### src/rtl/alu_pkg.sv
// ---------------------------------------------------------------------------
// alu_pkg
// Shared definitions for the sequential ALU (alu_seq) and its iterative
// multiply/divide datapath (alu_iter_muldiv).
//   - OP_* : 4-bit opcode map. Codes 10-15 are illegal.
//   - state_t : control states of the top-level handshake FSM.
// ---------------------------------------------------------------------------
package alu_pkg;

    localparam logic [3:0] OP_AND = 4'd0;
    localparam logic [3:0] OP_OR  = 4'd1;
    localparam logic [3:0] OP_XOR = 4'd2;
    localparam logic [3:0] OP_NOT = 4'd3;
    localparam logic [3:0] OP_SRL = 4'd4;
    localparam logic [3:0] OP_SLL = 4'd5;
    localparam logic [3:0] OP_ADD = 4'd6;
    localparam logic [3:0] OP_SUB = 4'd7;
    localparam logic [3:0] OP_MUL = 4'd8;
    localparam logic [3:0] OP_DIV = 4'd9;

    typedef enum logic [1:0] {
        IDLE = 2'd0,
        BUSY = 2'd1,
        DONE = 2'd2
    } state_t;

endpackage

### src/rtl/alu_iter_muldiv.sv
// ---------------------------------------------------------------------------
// alu_iter_muldiv
// Shared WIDTH-cycle datapath for MUL (shift-add, LSB first) and DIV
// (restoring, MSB first). One multiplier/quotient bit per enabled cycle.
// Ports:
//   clk, rst_n   : clock, asynchronous active-low reset
//   start        : load operands and arm the counter (counter = WIDTH-1)
//   mode_div     : 0 = MUL, 1 = DIV (sampled on start)
//   op_a, op_b   : operand1 / operand2 (sampled on start)
//   step         : perform one iteration this cycle
//   done         : last iteration happens at the coming clock edge
//   res_next     : result after this cycle's iteration (valid with done)
//   rem_next     : remainder after this cycle's iteration (0 for MUL)
// ---------------------------------------------------------------------------
module alu_iter_muldiv #(
    parameter int WIDTH = 64,
    parameter int CW    = $clog2(WIDTH)
) (
    input  logic             clk,
    input  logic             rst_n,
    input  logic             start,
    input  logic             mode_div,
    input  logic [WIDTH-1:0] op_a,
    input  logic [WIDTH-1:0] op_b,
    input  logic             step,
    output logic             done,
    output logic [WIDTH-1:0] res_next,
    output logic [WIDTH-1:0] rem_next
);

    localparam logic [CW-1:0] CNT_LAST = CW'(WIDTH - 1);

    // acc  : MUL partial product / DIV partial remainder
    // sreg : MUL multiplier (shifts right) / DIV dividend-then-quotient
    // aux  : MUL multiplicand (shifts left) / DIV divisor (constant)
    logic [WIDTH-1:0] acc_q, acc_d;
    logic [WIDTH-1:0] sreg_q, sreg_d;
    logic [WIDTH-1:0] aux_q, aux_d;
    logic [CW-1:0]    cnt_q, cnt_d;
    logic             mode_q, mode_d;

    logic [WIDTH:0]   shifted;
    logic [WIDTH:0]   diff;

    // Next-state for the datapath. On start the operands are steered into
    // the roles of the selected algorithm; on step one iteration runs.
    // For DIV the trial subtraction is one bit wider than the operands so
    // its top bit directly tells whether the divisor fit (restoring step).
    always_comb begin
        acc_d   = acc_q;
        sreg_d  = sreg_q;
        aux_d   = aux_q;
        cnt_d   = cnt_q;
        mode_d  = mode_q;
        shifted = {acc_q, sreg_q[WIDTH-1]};
        diff    = shifted - {1'b0, aux_q};

        if (start) begin
            mode_d = mode_div;
            cnt_d  = CNT_LAST;
            acc_d  = '0;
            if (mode_div) begin
                sreg_d = op_a;
                aux_d  = op_b;
            end else begin
                sreg_d = op_b;
                aux_d  = op_a;
            end
        end else if (step) begin
            if (mode_q) begin
                acc_d  = diff[WIDTH] ? shifted[WIDTH-1:0] : diff[WIDTH-1:0];
                sreg_d = {sreg_q[WIDTH-2:0], ~diff[WIDTH]};
            end else begin
                acc_d  = sreg_q[0] ? (acc_q + aux_q) : acc_q;
                sreg_d = sreg_q >> 1;
                aux_d  = aux_q << 1;
            end
            if (cnt_q != '0) begin
                cnt_d = cnt_q - 1'b1;
            end
        end
    end

    // Datapath registers; reset clears accumulators and counter so an
    // aborted operation leaves nothing behind.
    always_ff @(posedge clk or negedge rst_n) begin
        if (!rst_n) begin
            acc_q  <= '0;
            sreg_q <= '0;
            aux_q  <= '0;
            cnt_q  <= '0;
            mode_q <= 1'b0;
        end else begin
            acc_q  <= acc_d;
            sreg_q <= sreg_d;
            aux_q  <= aux_d;
            cnt_q  <= cnt_d;
            mode_q <= mode_d;
        end
    end

    // The final iteration's values are handed out combinationally so the
    // top can register them on the same edge it moves to DONE.
    always_comb begin
        done     = step && (cnt_q == '0);
        res_next = mode_q ? sreg_d : acc_d;
        rem_next = mode_q ? acc_d : '0;
    end

endmodule

### src/rtl/alu_seq.sv
// ---------------------------------------------------------------------------
// alu_seq
// Sequential integer/logic ALU with valid/ready handshakes on both sides,
// registered outputs and iterative MUL/DIV. One operation in flight.
// Ports:
//   clk, rst_n          : clock, asynchronous active-low reset
//   in_valid / in_ready : request handshake (accept only in IDLE)
//   alu_op              : 0 AND,1 OR,2 XOR,3 NOT,4 SRL,5 SLL,6 ADD,7 SUB,
//                         8 MUL,9 DIV, 10-15 illegal
//   operand1, operand2  : unsigned operands
//   out_valid/out_ready : result handshake (valid while in DONE)
//   result, remainder   : registered result; remainder is 0 except for DIV
//   flag_zero           : result == 0
//   flag_dbz            : DIV with operand2 == 0
//   flag_illegal        : opcode 10-15
// ---------------------------------------------------------------------------
module alu_seq
    import alu_pkg::*;
#(
    parameter int WIDTH = 64,
    parameter int SHW   = $clog2(WIDTH)
) (
    input  logic             clk,
    input  logic             rst_n,
    input  logic             in_valid,
    output logic             in_ready,
    input  logic [3:0]       alu_op,
    input  logic [WIDTH-1:0] operand1,
    input  logic [WIDTH-1:0] operand2,
    output logic             out_valid,
    input  logic             out_ready,
    output logic [WIDTH-1:0] result,
    output logic [WIDTH-1:0] remainder,
    output logic             flag_zero,
    output logic             flag_dbz,
    output logic             flag_illegal
);

    state_t           state_q, state_d;
    logic [WIDTH-1:0] result_q, result_d;
    logic [WIDTH-1:0] remainder_q, remainder_d;
    logic             flag_zero_q, flag_zero_d;
    logic             flag_dbz_q, flag_dbz_d;
    logic             flag_illegal_q, flag_illegal_d;

    logic [WIDTH-1:0] simple_res;
    logic [WIDTH-1:0] simple_rem;
    logic             simple_dbz;
    logic             simple_ill;
    logic             needs_iter;
    logic [SHW-1:0]   shamt;

    logic             iter_start;
    logic             iter_step;
    logic             iter_done;
    logic [WIDTH-1:0] iter_res;
    logic [WIDTH-1:0] iter_rem;

    alu_iter_muldiv #(
        .WIDTH (WIDTH),
        .CW    (SHW)
    ) u_iter (
        .clk      (clk),
        .rst_n    (rst_n),
        .start    (iter_start),
        .mode_div (alu_op == OP_DIV),
        .op_a     (operand1),
        .op_b     (operand2),
        .step     (iter_step),
        .done     (iter_done),
        .res_next (iter_res),
        .rem_next (iter_rem)
    );

    // Single-cycle operations. DIV here only covers the divide-by-zero
    // shortcut; a real division goes through the iterative datapath.
    // Only the low SHW bits of operand2 form the shift amount.
    always_comb begin
        simple_res = '0;
        simple_rem = '0;
        simple_dbz = 1'b0;
        simple_ill = 1'b0;
        shamt      = operand2[SHW-1:0];
        case (alu_op)
            OP_AND: simple_res = operand1 & operand2;
            OP_OR:  simple_res = operand1 | operand2;
            OP_XOR: simple_res = operand1 ^ operand2;
            OP_NOT: simple_res = ~operand1;
            OP_SRL: simple_res = operand1 >> shamt;
            OP_SLL: simple_res = operand1 << shamt;
            OP_ADD: simple_res = operand1 + operand2;
            OP_SUB: simple_res = operand1 - operand2;
            OP_MUL: simple_res = '0;
            OP_DIV: begin
                simple_res = '1;
                simple_rem = operand1;
                simple_dbz = 1'b1;
            end
            default: simple_ill = 1'b1;
        endcase
        needs_iter = (alu_op == OP_MUL) ||
                     ((alu_op == OP_DIV) && (operand2 != '0));
    end

    // Control FSM and output-register load. Results are loaded either at
    // the accept edge (single-cycle ops, DBZ, illegal) or at the edge that
    // completes the last iteration, so flag_zero always matches result.
    always_comb begin
        state_d        = state_q;
        result_d       = result_q;
        remainder_d    = remainder_q;
        flag_zero_d    = flag_zero_q;
        flag_dbz_d     = flag_dbz_q;
        flag_illegal_d = flag_illegal_q;
        iter_start     = 1'b0;
        iter_step      = 1'b0;

        case (state_q)
            IDLE: begin
                if (in_valid) begin
                    if (needs_iter) begin
                        iter_start = 1'b1;
                        state_d    = BUSY;
                    end else begin
                        state_d        = DONE;
                        result_d       = simple_res;
                        remainder_d    = simple_rem;
                        flag_zero_d    = (simple_res == '0);
                        flag_dbz_d     = simple_dbz;
                        flag_illegal_d = simple_ill;
                    end
                end
            end
            BUSY: begin
                iter_step = 1'b1;
                if (iter_done) begin
                    state_d        = DONE;
                    result_d       = iter_res;
                    remainder_d    = iter_rem;
                    flag_zero_d    = (iter_res == '0);
                    flag_dbz_d     = 1'b0;
                    flag_illegal_d = 1'b0;
                end
            end
            DONE: begin
                if (out_ready) begin
                    state_d = IDLE;
                end
            end
            default: state_d = IDLE;
        endcase
    end

    // State and output registers; reset aborts any operation in flight.
    always_ff @(posedge clk or negedge rst_n) begin
        if (!rst_n) begin
            state_q        <= IDLE;
            result_q       <= '0;
            remainder_q    <= '0;
            flag_zero_q    <= 1'b0;
            flag_dbz_q     <= 1'b0;
            flag_illegal_q <= 1'b0;
        end else begin
            state_q        <= state_d;
            result_q       <= result_d;
            remainder_q    <= remainder_d;
            flag_zero_q    <= flag_zero_d;
            flag_dbz_q     <= flag_dbz_d;
            flag_illegal_q <= flag_illegal_d;
        end
    end

    // Handshake outputs are decoded straight from the state register.
    always_comb begin
        in_ready     = (state_q == IDLE);
        out_valid    = (state_q == DONE);
        result       = result_q;
        remainder    = remainder_q;
        flag_zero    = flag_zero_q;
        flag_dbz     = flag_dbz_q;
        flag_illegal = flag_illegal_q;
    end

endmodule

### config.mk
export PLATFORM = sky130hd
export DESIGN_NAME = alu_seq
export DESIGN_NICKNAME = d
export VERILOG_FILES = /design/src/rtl/alu_pkg.sv /design/src/rtl/alu_iter_muldiv.sv /design/src/rtl/alu_seq.sv
export SDC_FILE = /design/constraint.sdc
export NUM_CORES = 2
export LEC_CHECK = 0
export ABC_AREA = 1
export BUFFER_PORTS_ARGS = -buffer_cell sky130_fd_sc_hd__clkbuf_2
export CORE_MARGIN = 4
export CORE_UTILIZATION = 28
export DETAILED_ROUTE_END_ITERATION = 8
export GPL_TIMING_DRIVEN = 0
export MAX_ROUTING_LAYER = met4
export SLEW_MARGIN = 40
export SYNTH_ARGS = -nofsm -noshare
export SYNTH_HDL_FRONTEND = slang
export SYNTH_SLANG_ARGS = --single-unit
### constraint.sdc
create_clock -name clk -period 4.05 [get_ports clk]
set_clock_uncertainty 0.2 [all_clocks]
set_input_delay 0.405 -clock clk [delete_from_list [all_inputs] [get_ports clk]]
set_output_delay 0.405 -clock clk [all_outputs]
set_load 0.01 [all_outputs]
==> results.yml <==
setup_path:
  crit_fanout: 6
  crit_family: "simple AND/OR/NAND/NOR gates"
  cp.depth: 33
  reg2reg_to: "flag_zero"
  crit_buf_inv: 9
  cp-startpoint: "operand2[1]"
  reg2reg_depth: 21
  worstSetupPathType: "input port to flop"
  arrival_ns: 5.53
  critPathLaunchType: "input port"
  critPathMostFrequentCell: "nor2_4"
  cp-end-kind: "flop"
  endpoint: "flag_zero"
  critPathSlowestCell: "nand4_1"
  reg2reg_from: "u_iter.acc_q[25]"
  cpPeakStageDelay_ns: 0.51
  critPathRequiredTime_ns: 4.41
  r2r_slack_ns: -0.87
outcome:
  violations: "DRC, setup timing"
  status: "finished, violations left"
yosys:
  syn-cell-area_um2: 48200
  ys_types: 60
  ys_seq_area_frac: 0.172
  synthCells: 8600
  yosys.area.top_type_share: 0.210
  ys_seq_elements: 332
  synth_area_leader_cell: "nand2_1"
  yosys_warnings: 0
  synthTopCellsByCount: "2698 x nand2_1, 1065 x inv_1, 874 x nor2_1"
  async_reset_ff_frac: 1.00
  syn-num-nets: 9061
  yosysMostFrequentCell: "nand2_1"
  syn_area_per_cell_um2: 5.61
  ys.flop_type: "dfrtp_1"
  synth-edff-count: 0
  synth.area.top_cells: "nand2_1 21%, dfrtp_1 17%, ha_1 8.4%"
sta:
  maxSlewViolCount: 0
  hold_viol_final: 0
  setup_slack_ns: -1.12
  rsz0062_at_grt: "true"
  period_needed_ns: 5.17
  post-route-period-util: 1.28
  tightestPinTransition_ns: 1.05
  setup_viol: 72
  slew_headroom: 0.294
  fin_setup_tns_ns: -20.19
  max_clock_freq_mhz: 193
  timing.hold.ws_ns: 0.122
final_layout:
  instances_no_fill: 11500
  syn_to_final_growth_pct: 27.3
  finish.utilization: 0.358
  num-nets-final: 9602
  drive_gt1_frac: 0.181
  final.fill_count: 19300
  fin_area_um2: 61400
power:
  p_comb_frac: 0.739
  irDropWorstVdd_mv: 0.289
  swShare: 0.623
  seqPwrFrac: 0.166
  switchingPower_mw: 24.6
  pwr-share-clk: 0.095
  leakagePower_nw: 29.7
  intPower_mw: 14.9
  p_total_mw: 39.5
  cellPowerDensity_nw_per_um2: 643
placed_design:
  hpwl_um: 371000
  post_dp_cell_area_um2: 53200
  pre_cts_slack_ns: -4.22
  io_buffer_count: 267
  place_congestion: 1.15
  placed_cells: 11200
global_routing:
  grt_pass1_vias: 64700
  grt.overflow.total: 0
  grt_pass1_wl_um: 576000
  grt_usage: 0.487
  grt_antenna_before_repair: 31
  grt_start_max_net_pins: 68
clock_tree:
  cts_tree: "built"
  worstSkewPairLatency_ns: 0.63
  root_buffer: "clkbuf_16"
  clkSinkCount: 332
  clk_path_buf_depth: 3
  cts_buffers: 37
  clk_pin_slew_ns: 0.07
  h-tree-depth: 2
die:
  die_area_um2: 179000
  core.rowCount: 152
  die_w_um: 423
  ios: 269
  dieHeight_um: 423
  coreArea_um2: 171000
  start_util: 0.281
detailed_routing:
  route.detailed.drc: 4
  viasPerCell: 5.90
  drt_iter0_drc: 8600
  totalWireLength_um: 443000
  ant_nets: 0
  dr_total_vias: 68000
  firstDrtPassIters: 9
  wire_per_inst_um: 38.5
flow_run:
  cap_violations: 0
worst_hold_path:
  hold_path_class: "input port to async pin"
worst register-to-register path, delay by kind of cell, from the launching register on:
family	cells	cell delay, ns
AOI/OAI and AO/OA	2	0.30
adders and majority gates	1	0.45
buffers and inverters	1	0.21
DFF	1	0.52
and+or+nand+nor	17	3.20
final cells by class:
type | count | area (um^2) | share of cell area
antenna | 34 | 85.1 | 0.00139
sequential | 332 | 8310 | 0.135
clock inverter | 21 | 250 | 0.00408
buffer | 393 | 1980 | 0.0323
multi-input combinational | 6775 | 38900 | 0.633
timing repair buffer | 505 | 3710 | 0.0604
tap | 2310 | 2890 | 0.0471
clock buffer | 46 | 1030 | 0.0168
inverter | 1097 | 4250 | 0.0692
kinds of logic after synthesis:
family / share of synthesized area
mux: 0.00581
fa+ha+maj: 0.0848
xor+xnor: 0.0220
flops: 0.172
compound gates: 0.216
buf+inv: 0.119
simple gates: 0.380
worst min path at each step:
stage / start / to / slack [ns] / cells past startpoint
floorplan: rst_n / flag_dbz / -0.09 / 0
global placement: result[59] / result[59] / 0.27 / 2
detailed placement: rst_n / u_iter.cnt_q[2] / 0.22 / 1
CTS: rst_n / u_iter.cnt_q[3] / 0.14 / 2
global route: rst_n / u_iter.cnt_q[3] / 0.18 / 2
finish: rst_n / u_iter.cnt_q[2] / 0.12 / 2
per-layer routing:
| layer | vias up | global-route usage | part of all wire |
|---|---|---|---|
| met5 | - | - | 0 |
| met3 | 1720 | 0.124 | 0.090 |
| met1 | 32500 | 0.507 | 0.35 |
| met2 | 4420 | 0.742 | 0.43 |
| li1 | 29300 | - | - |
| met4 | 0 | 0.481 | 0.13 |
repair_timing:
action                                  4_1_cts  5_1_grt
hold buffers                                  2        0
setup buffers                               135       92
endpoints found under the setup margin      317      125
hold endpoints to repair                     62        0
pin swaps                                   182      146
gates resized for setup                     872      406
power groups by stage:
stage / Combinational (mW) / Clock, mW / Sequential [mW]
floorplan: 15.1 / 0 / 5.88
finish: 29.2 / 3.75 / 6.55
CTS: 27.6 / 3.75 / 6.45
global placement: 26.3 / 0 / 6.50
detailed placement: 26.5 / 0 / 6.48
global route: 30.8 / 3.86 / 6.60
layout by cell type (no fill, tap or decap), types with 31 or more instances in the layout:
cell       instances
a211oi_1         104
a211oi_2          44
a21oi_1          484
a21oi_2           78
a21oi_4           37
a22oi_1           31
a31oi_1           60
buf_1             37
buf_2             69
buf_4            172
buf_6             74
clkbuf_1         142
clkbuf_16         39
clkbuf_2         365
dfrtp_1          328
diode_2           34
ha_1             275
inv_1            992
inv_2             67
nand2_1         2571
nand2_2           73
nand2_4           59
nand3_1          560
nand3_2           54
nand3b_1          48
nand4_1           61
nor2_1           726
nor2_2            79
nor2_4            76
nor3_1            48
o211ai_1          51
o21ai_0          506
o21ai_1          116
o21ai_2           51
o21bai_1          37
o22ai_1           48
or2_2             32
xnor2_1           46
xor2_1            45
flip-flops by register name, indices dropped and copies added (netlist names):
name           flops
remainder         64
result            64
u_iter.acc_q      64
u_iter.aux_q      64
u_iter.sreg_q     64
u_iter.cnt_q       6
state_q            2
flag_dbz           1
flag_illegal       1
flag_zero          1
u_iter.mode_q      1
Note: power is estimated with default switching activity, not from simulation.
